===== config.mk =====
export PLATFORM = sky130hd
export DESIGN_NAME = prio_encoder_arb
export DESIGN_NICKNAME = d
export VERILOG_FILES = /design/src/rtl/prio_encoder_arb.sv
export SDC_FILE = /design/constraint.sdc
export NUM_CORES = 1
export LEC_CHECK = 0
export ABC_AREA = 0
export BUFFER_PORTS_ARGS = -buffer_cell sky130_fd_sc_hd__buf_2
export CELL_PAD_IN_SITES_DETAIL_PLACEMENT = 0
export CELL_PAD_IN_SITES_GLOBAL_PLACEMENT = 1
export CORE_UTILIZATION = 38
export DETAILED_ROUTE_END_ITERATION = 8
export PLACE_DENSITY_LB_ADDON = 0.3
export SYNTH_ARGS = -nofsm -noshare
export SYNTH_HDL_FRONTEND = slang
export SYNTH_SLANG_ARGS = --single-unit

===== constraint.sdc =====
create_clock -name clk -period 1.8 [get_ports clk]
set_clock_uncertainty 0.05 [all_clocks]
set_input_delay 0.18 -clock clk [delete_from_list [all_inputs] [get_ports clk]]
set_output_delay 0.18 -clock clk [all_outputs]
set_load 0.01 [all_outputs]

===== src/rtl/prio_encoder_arb.sv =====
// prio_encoder_arb: registered N-input request arbiter with held grant.
//   Encodes req into a binary index plus one-hot grant, held until ack.
//   mode=0 selects fixed priority (highest index wins), mode=1 round-robin.
// Ports:
//   clk          - system clock, rising edge
//   reset        - synchronous active-high reset
//   req[N-1:0]   - request vector, bit i = requester i
//   mode         - 0 fixed priority, 1 round-robin (sampled in IDLE only)
//   ack          - releases the current grant (ignored in IDLE)
//   grant_valid  - a grant is held
//   grant_idx    - binary index of the granted requester
//   grant_onehot - one-hot of the granted requester
//   busy_cycles  - saturating count of cycles spent in the current grant
module prio_encoder_arb #(
  parameter int unsigned N = 4,
  parameter int unsigned W = $clog2(N)
) (
  input  logic         clk,
  input  logic         reset,
  input  logic [N-1:0] req,
  input  logic         mode,
  input  logic         ack,
  output logic         grant_valid,
  output logic [W-1:0] grant_idx,
  output logic [N-1:0] grant_onehot,
  output logic [7:0]   busy_cycles
);

  localparam int unsigned BUSY_W = 8;

  typedef enum logic {
    IDLE  = 1'b0,
    GRANT = 1'b1
  } state_e;

  state_e              state_q, state_d;
  logic                valid_q, valid_d;
  logic [W-1:0]        idx_q, idx_d;
  logic [N-1:0]        onehot_q, onehot_d;
  logic [BUSY_W-1:0]   busy_q, busy_d;
  logic [W-1:0]        rr_q, rr_d;

  logic [W-1:0]        fixed_win;
  logic [W-1:0]        rr_win;

  // Fixed priority: scan upward so the highest asserted index is kept.
  always_comb begin
    fixed_win = '0;
    for (int i = 0; i < int'(N); i++) begin
      if (req[i]) fixed_win = W'(i);
    end
  end

  // Round-robin: scan offsets downward from rr_q so the nearest
  // asserted bit at or above the pointer (with wrap) is kept.
  always_comb begin
    int unsigned k;
    rr_win = '0;
    k      = 0;
    for (int i = int'(N) - 1; i >= 0; i--) begin
      k = int'(rr_q) + i;
      if (k >= N) k = k - N;
      if (req[k]) rr_win = W'(k);
    end
  end

  // State and output registers.
  always_ff @(posedge clk) begin
    if (reset) begin
      state_q  <= IDLE;
      valid_q  <= 1'b0;
      idx_q    <= '0;
      onehot_q <= '0;
      busy_q   <= '0;
      rr_q     <= '0;
    end else begin
      state_q  <= state_d;
      valid_q  <= valid_d;
      idx_q    <= idx_d;
      onehot_q <= onehot_d;
      busy_q   <= busy_d;
      rr_q     <= rr_d;
    end
  end

  // Next-state logic; outputs hold by default while a grant is held.
  always_comb begin
    state_d  = state_q;
    valid_d  = valid_q;
    idx_d    = idx_q;
    onehot_d = onehot_q;
    busy_d   = busy_q;
    rr_d     = rr_q;
    unique case (state_q)
      IDLE: begin
        if (|req) begin
          state_d  = GRANT;
          valid_d  = 1'b1;
          idx_d    = mode ? rr_win : fixed_win;
          onehot_d = N'(1) << (mode ? rr_win : fixed_win);
          busy_d   = '0;
        end
      end
      GRANT: begin
        if (ack) begin
          // Release wins over any pending request; IDLE bubble follows.
          state_d  = IDLE;
          valid_d  = 1'b0;
          idx_d    = '0;
          onehot_d = '0;
          busy_d   = '0;
          rr_d     = (idx_q == W'(N - 1)) ? '0 : idx_q + W'(1);
        end else if (busy_q != {BUSY_W{1'b1}}) begin
          busy_d = busy_q + BUSY_W'(1);
        end
      end
      default: state_d = IDLE;
    endcase
  end

  assign grant_valid  = valid_q;
  assign grant_idx    = idx_q;
  assign grant_onehot = onehot_q;
  assign busy_cycles  = busy_q;

endmodule

# After elaboration in Yosys (flattened, before gate mapping)
# Index checks and enable logic that the tools add are counted.
op_classes:
  n_bitwise: 1
  n_addsub: 9
  n_reduce_logical: 4
  n_mux: 37
  shifts: 1
  n_eq_ne: 5
  n_lt_le_gt_ge: 8
ops:
  columns: ["op", "n"]
  rows:
  - ["32-bit by 3-bit < comparator with 1-bit output (second input constant)", 4]
  - ["32-bit 2-to-1 mux", 4]
  - ["8-bit 2-to-1 mux", 3]
  - ["2-bit 2-to-1 mux", 10]
  - ["8-bit one-hot mux with 2 select lines", 1]
  - ["3-bit by 3-bit subtractor with 4-bit output (second input constant)", 3]
  - ["3-bit >= comparator (second input constant)", 3]
  - ["1-bit 2-to-1 mux", 9]
  - ["8-bit by 1-bit adder with 8-bit output (second input constant)", 1]
  - ["1-bit binary-select mux with 2-bit select", 4]
  - ["4-bit 2-to-1 mux", 2]
  - ["8-bit != test (second input constant)", 1]
  - ["4-bit one-hot mux with 2 select lines", 1]
  - ["2-bit by 2-bit adder with 3-bit output (second input constant)", 2]
  - ["2-bit AND reduction", 3]
  - ["2-bit != test (second input constant)", 2]
  - ["1-bit one-hot mux with 2 select lines", 2]
  - ["2-bit one-hot mux with 2 select lines", 1]
  - ["4-bit OR reduction", 1]
  - ["1-bit by 2-bit << shifter with 4-bit output (first input constant)", 1]
  - ["2-bit by 3-bit subtractor with 4-bit output (second input constant)", 1]
  - ["2-bit by 1-bit adder with 3-bit output (second input constant)", 1]
  - ["2-bit by 3-bit >= comparator with 1-bit output (second input constant)", 1]
  - ["3-bit by 2-bit != test with 1-bit output (second input constant)", 1]
  - ["other kinds (3)", 3]
totals:
  ff_bits: 18
  in_bits: 8

# Longest topological paths before layout
logic_depth:
  ltp_word: 13
  mapped_depth: 6
  mapped_depth_nobuf: 5

# Worst setup path after synthesis
# No wires, ideal clock.
synth_timing:
  path_kind: "flip-flop to flip-flop"
  from: "register busy_q[0] (netlist: busy_cycles[0])"
  to: "register busy_q[1] (netlist: busy_cycles[1])"
  period_less_slack_ns: 1.648
  arrival_ns: 1.528
  n_path_buf: 1
  slack_ns: 0.152
  stages_incl_launch_ff: 7
  path_cell_list: "dfxtp_1 -> ha_1 -> nand4b_1 -> nor3_1 -> clkbuf_1 -> or4b_1 -> a21oi_1"
synth_via:
  elab_chain_len: 4
  elab_cells_between_ends: 7
  classes_between: "add/sub (1); eq/ne (2); mux (3); reduce/logical (1)"
synth_lines:
  columns: ["element", "line_no", "text"]
  rows:
  - ["start: declaration", "40", "logic [BUSY_W-1:0] busy_q, busy_d;"]
  - ["start signal: assignment", "81", "busy_q <= busy_d;"]
  - ["8-bit by 1-bit adder with 8-bit output", "114", "busy_d = busy_q + BUSY_W'(1);"]
  - ["8-bit 2-to-1 mux", "113", "end else if (busy_q != {BUSY_W{1'b1}}) begin"]
  - ["8-bit 2-to-1 mux", "105", "if (ack) begin"]
  - ["8-bit one-hot mux with 2 select lines", "94", "unique case (state_q)"]
# Several ways; a longest one is shown, not always the timed one. The select of a mux whose other input is x is not followed.
# A chain may end at the register's enable or synchronous reset.

# Final worst setup path
layout_timing:
  from: "register busy_q[1] (netlist: busy_cycles[1])"
  to: "register busy_q[3] (netlist: busy_cycles[3])"
# The elaborated chain is that of the path after synthesis.

==> impl_metrics.tcl <==
set metrics [dict create \
    yosysSeqAreaShare 0.385 \
    vias_per_cell 5.57 \
    cts-root-buf "clkbuf_4" \
    clk_latency_ns 0.29 \
    syn_area_um2 937 \
    rsz0062_at_grt "false" \
    hp-class "input port to flop" \
    tightest_slew_ns 0.538 \
    portBuffers 22 \
    nFillCells 225 \
    r2r_setup_slack_ns 0.08 \
    htree_levels 1 \
    layout_commonest_cell "buf_2" \
    wl_per_cell_um 13.1 \
    drt_pass1_iterations 2 \
    max_freq_mhz 583 \
    final_layout_size_suffix_gt1_frac 0.297 \
    cp.required_ns 1.98 \
    cp-end-kind "flop" \
    cts_tree "built" \
    path_class "flop to flop" \
    seq_area_um2 362 \
    clkTransAtPathRegs_ns 0.11 \
    die_area_um2 2670 \
    cts_inserted_buffers 3 \
    ys_top_cells_by_area "dfxtp_1, a21oi_1, nand3_1" \
    finalHoldViolations 0 \
    die_h_um 51.7 \
    ant_nets 0 \
    netlist_instances 104 \
    drtIter0Drc 7 \
    yosys_warnings 0 \
    core-area_um2 2280 \
    start_kind "flop" \
    relSlewSlack 0.636 \
    area_growth_pct 19.6 \
    synth_seq_cells 18 \
    tns_ns 0 \
    drv_slew 0 \
    antenna_found_initial 0 \
    final_cell_mix "buf_2, dfxtp_1, a21oi_1, nand3_1" \
    pwr_density_cell_nw_per_um2 701 \
    r2r_start "busy_cycles[1]" \
    r2r_end "busy_cycles[3]" \
    grt_start_max_net_pins 13 \
    leakagePower_nw 0.437 \
    n_antenna_cell 0 \
    ir_drop_uv 386 \
    start_util 0.412 \
    yosys.area.top_type "dfxtp_1" \
    dr_total_vias 869 \
    drt-total-wl_um 2050 \
    hold_depth 2 \
    dp_hpwl_um 1550 \
    syn_area_per_cell_um2 9.01 \
    cts_hold_buffers 0 \
    worst_ep_arrival_time_ns 1.90 \
    clock_path_buffers 2 \
    grt_pass1_wl_um 3460 \
    worstHoldStart "reset" \
    status "finished, final reports clean" \
    multiInputGateArea_um2 533 \
    cts.sinks 18 \
    hold-worst-slack_ns 0.0985 \
    ff2ff_path_depth 6 \
    drc 0 \
    setup_viol 0 \
    fin_crit_ns 1.72 \
    ios 23 \
    grt_overflow 0 \
    path_max_fanout 12 \
    syn_nets 114 \
    rows 17 \
    max-cap-violations 0 \
    period_share 0.954 \
    synth.distinct_cells 36 \
    grt_pass1_vias 804 \
    min_to "busy_cycles[1]" \
    track_usage 0.172 \
    synth_top_area_frac 0.385 \
    die_w_um 51.7 \
    place.gp.congestion 0.803 \
    fin_nets 139 \
]
## worst max-delay path, stage by stage, from the launching register on
cell,delay [ns]
dfxtp_2,0.36
ha_1,0.22
nand4b_1,0.14
nor3_1,0.07
buf_4,0.17
or4_1,0.50
a21boi_2,0.15
## synthesized netlist by cell type
cell,number
nand4_1,1
nand2_1,3
inv_1,4
nand4b_1,1
o31ai_1,5
dfxtp_1,18
o32ai_1,1
a21o_1,1
o2111ai_1,1
or3b_2,1
or2_2,1
a21boi_2,3
nor3_1,5
buf_2,2
or4_4,1
nand2b_1,2
a22o_1,3
buf_4,1
nand3b_1,3
and2_1,1
o21ai_4,1
nor3b_1,1
ha_1,2
a21oi_1,9
mux2i_1,3
nor2_1,4
o2bb2ai_1,2
nor4_1,2
o31a_1,1
clkbuf_1,3
nor4b_1,1
nand3_1,8
or4b_1,1
o21ai_0,3
or4_1,4
o32a_1,1
## per-layer routing
metal / global-route usage / routed length [um]
met1: 0.208 / 999
met2: 0.297 / 979
met3: 0.0263 / 50
met4: 0.0811 / 17
met5: 0 / 0
## worst max-delay path by stage
stage                     cells past startpoint            from        endpoint  slack [ns]
after detailed placement                      6  busy_cycles[1]  busy_cycles[4]        0.08
after floorplan                               6  busy_cycles[0]  busy_cycles[1]        0.15
after global placement                        6  busy_cycles[1]  busy_cycles[3]        0.07
after CTS                                     6  busy_cycles[1]  busy_cycles[3]        0.05
after global routing                          6  busy_cycles[1]  busy_cycles[1]       0.001
final                                         6  busy_cycles[1]  busy_cycles[3]        0.08
## final cells by class
type / count / share of cell area
Timing Repair Buffer: 26 / 0.125
Multi-Input combinational cell: 76 / 0.475
Sequential cell: 18 / 0.323
Tap cell: 28 / 0.0312
Clock buffer: 4 / 0.0324
Inverter: 4 / 0.0134
## registers in the layout, indices dropped and copies added, names as in the netlist
register and cells:
state_q 1, grant_valid 1, grant_onehot 4, rr_q 2, busy_cycles 8, grant_idx 2
## metrics by stage
stage / instance area (um^2) / utilization / cells / total power, W / setup WS, ns
after global routing: 1120 / 0.493 / 156 / 0.000828 / 0.00139
after CTS: 1120 / 0.492 / 156 / 0.000796 / 0.0453
final: 1120 / 0.493 / 156 / 0.000786 / 0.0833
after detailed placement: 1080 / 0.476 / 152 / 0.000545 / 0.0759
after global placement: 1080 / 0.476 / 152 / 0.000543 / 0.0667
after floorplan: 937 / - / 104 / 0.000505 / 0.152
## where the power goes
| group | internal (W) | switching [W] |
|---|---|---|
| clock | 0.000123 | 0.000127 |
| combinational | 0.0000475 | 0.0000579 |
| sequential | 0.000415 | 0.0000161 |
| total | 0.000585 | 0.000201 |
## repair_timing
action	in CTS	in global routing
endpoints found under the setup margin	0	3
setup buffers	0	0
gates resized for setup	0	1
## cell families after synthesis
| group | after synthesis | synth area share |
|---|---|---|
| and+or+nand+nor | 40 | 0.259 |
| muxes | 3 | 0.0320 |
| AOI/OAI and AO/OA | 31 | 0.251 |
| buffers and inverters | 10 | 0.0467 |
| DFF | 18 | 0.385 |
| adders and majority gates | 2 | 0.0267 |
Note: power is estimated with default switching activity, not from simulation.
